[src/rtl/odd_even_pkg.sv]
// Shared constants, state encoding and helpers for the odd/even stream checker.
package odd_even_pkg;

    localparam int unsigned DATA_W_DEF = 8;
    localparam int unsigned CNT_W_DEF  = 8;
    localparam int unsigned STRIDE     = 2;

    typedef logic [1:0] state_t;

    localparam state_t ST_IDLE = 2'd0;
    localparam state_t ST_RUN  = 2'd1;
    localparam state_t ST_DONE = 2'd2;

    // First value of the sequence: 0 for even mode, 1 for odd mode.
    function automatic logic seq_start(input logic mode_even);
        return ~mode_even;
    endfunction

endpackage

[src/rtl/odd_even_expected_gen.sv]
// Loadable expected-value register that advances by STRIDE, wrapping mod 2^DATA_W.
module odd_even_expected_gen
    import odd_even_pkg::*;
#(
    parameter int unsigned DATA_W = DATA_W_DEF
) (
    input  logic              clk,
    input  logic              rst_n,
    input  logic              load_i,
    input  logic [DATA_W-1:0] load_val_i,
    input  logic              adv_i,
    output logic [DATA_W-1:0] value_o
);

    logic [DATA_W-1:0] value_q;
    logic [DATA_W-1:0] value_d;

    always_comb begin
        value_d = value_q;
        if (load_i) begin
            value_d = load_val_i;
        end else if (adv_i) begin
            value_d = value_q + DATA_W'(STRIDE);
        end
    end

    always_ff @(posedge clk or negedge rst_n) begin
        if (!rst_n) begin
            value_q <= '0;
        end else begin
            value_q <= value_d;
        end
    end

    assign value_o = value_q;

endmodule

[config.mk]
export PLATFORM = sky130hd
export DESIGN_NAME = odd_even_expected_gen
export DESIGN_NICKNAME = d
export VERILOG_FILES = /design/src/rtl/odd_even_pkg.sv /design/src/rtl/odd_even_expected_gen.sv
export SDC_FILE = /design/constraint.sdc
export NUM_CORES = 1
export LEC_CHECK = 0
export CELL_PAD_IN_SITES_DETAIL_PLACEMENT = 1
export CELL_PAD_IN_SITES_GLOBAL_PLACEMENT = 2
export CORE_UTILIZATION = 19
export DETAILED_ROUTE_END_ITERATION = 6
export PLACE_DENSITY = 0.69
export SLEW_MARGIN = 0
export SYNTH_ARGS = -nofsm -noshare
export SYNTH_HDL_FRONTEND = slang
export SYNTH_SLANG_ARGS = --single-unit
[constraint.sdc]
create_clock -name clk -period 1.1 [get_ports clk]
set_input_delay 0.22 -clock clk [delete_from_list [all_inputs] [get_ports clk]]
set_output_delay 0.22 -clock clk [all_outputs]
set_load 0.005 [all_outputs]
# After elaboration in Yosys (flattened, before gate mapping)
# Index checks and enable logic that the tools add are counted.
dict set report classes {
  n_addsub 1
  n_mul 0
  n_div 0
  order_cmp 0
  eq_ne 0
  shift 0
  n_mux 2
  bitwise_logic 0
  n_reduce_logical 1
}
# cell n
set op_table {}
lappend op_table {{8-bit 2-to-1 mux} 2}
lappend op_table {{8-bit by 2-bit adder with 8-bit output (second input constant)} 1}
lappend op_table {{2-bit nonzero test} 1}
dict set report totals {
  register_bits 8
  latch_bits 0
  mem_bits_rw 0
  mem_bits_ro 0
  inputBits 12
  wordCells 5
  memories 0
}

# Longest topological paths before layout
dict set report logic_depth {
  ltp_word 3
  mapped_depth 4
  depth_no_buf 4
}

# Worst setup path before layout
# Ideal clock, no wire load.
dict set report synth_timing {
  path_kind {register to register}
  start {register value_q[1] (netlist: value_o[1])}
  end {register value_q[7] (netlist: value_o[7])}
  setup_ns 0.082
  arrival_time_ns 1.098
  required_time_ns 1.018
  slack_ns -0.080
  stages_incl_launch_ff 5
  n_path_buf 0
  period_less_slack_ns 1.180
  cell_sequence {dfrtp_1 ha_1 nand2_1 or3_1 a31oi_1}
}
dict set report synth_via {
  elab_chain_len 3
}
# element line
set synth_lines {}
lappend synth_lines {{start, declared} odd_even_expected_gen.sv:15} ;# logic [DATA_W-1:0] value_q;
lappend synth_lines {{start signal, assigned} odd_even_expected_gen.sv:31} ;# value_q <= value_d;
lappend synth_lines {{8-bit by 2-bit adder with 8-bit output} odd_even_expected_gen.sv:23} ;# value_d = value_q + DATA_W'(STRIDE);
lappend synth_lines {{8-bit 2-to-1 mux} odd_even_expected_gen.sv:22} ;# end else if (adv_i) begin
lappend synth_lines {{8-bit 2-to-1 mux} odd_even_expected_gen.sv:20} ;# if (load_i) begin
# No other way between the ends. The select of a mux whose other input is x is not followed.
# A chain may end at the register's enable or synchronous reset.

# Final worst setup path
# Same ends and word-level chain as after synthesis.

==> summary.log <==
[critical_path] cell family contributing the most delay on the critical path flip-flops
[route] detailed-route wire length 1220 µm
[critical_path] peak fanout along the critical path 3
[critical_path] delay of the slowest cell on the worst path 0.37 ns
[clock_network] CTS tree yes
[power_and_ir_drop] Internal 0.000643 W
[floorplanning] area of the placeable core 2020 µm²
[timing] endpoints failing setup 4
[grt] GRT overflow 0
[route] routed wirelength normalized by instance count 11.7 µm
[placed_design] placement-stage cell area 692 µm²
[clock_network] clock-pin slew on the worst setup and hold paths 0.06 ns
[critical_path] worst-path cell chain buf_6, ha_4, nand2_2, or3_1, a31oi_1
[critical_path] slowest CP cell dfrtp_1
[outcome] violations in the final reports setup timing
[power_and_ir_drop] part of the total power dissipated in the clock network 0.288
[synthesis] post-synthesis sequential area ratio 0.478
[placed_design] placed wire-length estimate after detailed placement 877 µm
[layout] area of combinational cells with multiple inputs 215 µm²
[grt] global-route usage over all layers 0.119
[synthesis] flops & latches, synth 8
[layout] Layout area overhead 81.5%
[placed_design] Final Wtd Congestion 0.764
[timing] unrepaired setup endpoints after global routing true
[critical_path] category of the critical setup timing path reg -> reg
[clock_network] clock insertion delay at the later pin of the skew report 0.26 ns
[outcome] status finished, violations left
[power_and_ir_drop] total power divided by cell area 1180 nW/µm²
[layout] sequential cell area 201 µm²
[synthesis] Post-Syn Area per Cell 9.98 µm²
[grt] antenna violations before repair 0
[clock_network] hold buffer count at CTS 0
[grt] global-route wire length before repair 2130 µm
[layout] Finished Cell Area 761 µm²
[power_and_ir_drop] Comb pwr share 0.323
[synthesis] number of enable flip-flop cells after synthesis 0
[synthesis] synthesized cell area 419 µm²
[timing] Hold WS 0.244 ns
[timing] transition time of the tightest slew-check pin 0.395 ns
[grt] largest net degree at the start of global routing 9
[critical_path] minimum setup slack among reg-to-reg paths -0.09 ns
[power_and_ir_drop] net switching share of the total power 0.286
[synthesis] dominant synthesized flop cell dfrtp_1
[timing] headroom to the max-slew limit 0.736
[power_and_ir_drop] overall power 0.000901 W
[synthesis] ranking of synthesized cells by area dfrtp_1 48%, o21ai_0 7.2%, nand2_1 7.2%, xor2_1 6.3%, nand4_4 5.1%
[timing] Achievable Freq 843 MHz
[hold_path] worst min path class in -> async
[floorplanning] row count 16
[power_and_ir_drop] worst supply voltage drop on vdd 0.413 mV
[synthesis] post-synthesis net count 55
[power_and_ir_drop] static leakage 0.327 nW
[floorplanning] floorplan die width 49.0 µm
[critical_path] CP startpoint kind register
[synthesis] number of distinct library cells after synthesis 17
[clock_network] maximum buffer depth of the clock tree 2
[synthesis] Post-synth top cells 8 x dfrtp_1, 8 x nand2_1, 6 x o21ai_0
[timing] max-slew violation count 0
[synthesis] cell taking the most area after synthesis dfrtp_1
[clock_network] clock buffers created by TritonCTS 3
[grt] vias in the first global route 463
[route] post-detailed-route count of antenna-violating nets 0
[synthesis] Yosys warnings 0
[critical_path] kind of capture point of the worst setup path register
[route] number of optimization iterations in the first detailed-route pass 2
[power_and_ir_drop] proportion of power drawn by flip-flops and latches 0.390
[timing] shortest period the worst path allows 1.19 ns
[layout] fraction of the core area covered by cells at the end of the flow 0.376
[synthesis] fraction of registers with async set/reset 1.00
[route] via count 430
[floorplanning] area of the die 2400 µm²
[power_and_ir_drop] P_sw 0.000258 W
[timing] worst path setup slack after routing -0.0861 ns
[timing] setup_tns -0.201 ns
[critical_path] arrival time of the worst setup path 1.38 ns
[layout] flip-flop count of the largest register after layout 8
[critical_path] data required time of the worst path 1.29 ns
[route] violation count after the first detailed-routing iteration 1
[layout] number of nets in the final layout 91
[floorplanning] Starting Density 0.207
[clock_network] depth of the CTS H-tree 1
[floorplanning] die extent in y 49.0 µm
[route] DRC violations left 0
[floorplanning] number of I/O pins 20
[timing] period utilization 1.08
[timing] Final Hold Viols 0
[job] number of maximum-capacitance constraint violations 0
[placed_design] Buffers on Ports 19
[clock_network] cell at the root of the clock tree clkbuf_4
[clock_network] clock sink total 8
[layout] count of antenna diodes in the layout 0
[layout] share of final-layout standard cells stronger than drive strength 1 0.338
[timing] Fin Clk Skew 0.00499 ns
[synthesis] proportion of netlist area held by the largest area contributor 0.478
[route] via density per instance 4.13
[critical_path] combined buffer and inverter count along the critical path 1
[synthesis] post-synthesis cell count 42
[layout] Filler Cell Count 232
## cells in the final DEF, fill, tap and decap left out, types with 2 or more instances in the layout
| cell type | netlist | routed |
|---|---|---|
| a31oi_1 | 2 | 2 |
| buf_4 | 0 | 12 |
| buf_6 | 1 | 2 |
| clkbuf_2 | 0 | 3 |
| clkbuf_4 | 0 | 3 |
| clkdlybuf4s15_1 | 0 | 3 |
| clkdlybuf4s50_1 | 0 | 10 |
| dfrtp_1 | 8 | 7 |
| dlygate4sd2_1 | 0 | 2 |
| nand2_1 | 8 | 7 |
| nand4_1 | 2 | 2 |
| nor2_1 | 2 | 2 |
| o21ai_0 | 6 | 3 |
| o21ai_1 | 1 | 4 |
| or3_1 | 2 | 2 |
| xor2_1 | 3 | 3 |
## per-stage QoR
| stage | instances | worst slack, ns |
|---|---|---|
| floorplan | 42 | -0.0527 |
| CTS | 104 | -0.0942 |
| global placement | 94 | -0.359 |
| finish | 104 | -0.0861 |
| detailed placement | 94 | -0.384 |
| global route | 104 | -0.150 |
## power groups by stage
| stage | clock network [W] | registers [W] | logic [W] |
|---|---|---|---|
| after floorplan | 0 | 0.000374 | 0.0000734 |
| after global placement | 0 | 0.000368 | 0.000246 |
| after detailed placement | 0 | 0.000370 | 0.000246 |
| after CTS | 0.000272 | 0.000351 | 0.000298 |
| after global routing | 0.000289 | 0.000356 | 0.000317 |
| final | 0.000259 | 0.000351 | 0.000291 |
## logic make-up (layout without fill, tap and decap cells)
family                     after synthesis  in the layout  share of synthesized area
adders and majority gates                1              1                     0.0298
and+or+nand+nor                         15             15                      0.200
buffers and inverters                    3             38                     0.0448
DFF                                      8              8                      0.478
AOI/OAI and AO/OA                        9              9                      0.113
muxes                                    2              2                     0.0507
xor gates and xnor gates                 4              4                     0.0836
## per-layer routing
metal / GRT usage / vias up / wire length [µm]
met3: 0.0343 / 4 / 62
met2: 0.178 / 16 / 573
li1: - / 216 / -
met1: 0.149 / 194 / 550
met5: 0 / - / 0
met4: 0.0735 / 0 / 31
## worst paths after layout
check | endpoint | cells after the start | start
setup / recovery | value_o[7]$_DFFE_PN0P_ | 5 | value_o[1]$_DFFE_PN0P_
hold / removal | value_o[4]$_DFFE_PN0P_ | 1 | rst_n
setup reg to reg | value_o[7]$_DFFE_PN0P_ | 5 | value_o[1]$_DFFE_PN0P_
hold reg to reg | value_o[0]$_DFFE_PN0P_ | 1 | value_o[0]$_DFFE_PN0P_
max in group asynchronous | value_o[3]$_DFFE_PN0P_ | 1 | rst_n
min in group clk | value_o[5]$_DFFE_PN0P_ | 3 | load_val_i[5]
## final cells by class
cell class                 instances  share of cell area
clock buffer                       4              0.0345
inverter                           1             0.00493
multi-input combinational         31               0.283
sequential                         8               0.265
tap                               27              0.0444
timing repair buffer              33               0.368
## timing repair
action / in CTS / in global routing
gates resized for setup: 24 / 4
gates cloned: 0 / 0
setup endpoints to repair: 12 / 10
pin swaps: 6 / 2
setup buffers: 7 / 0
Note: power is estimated with default switching activity, not from simulation.
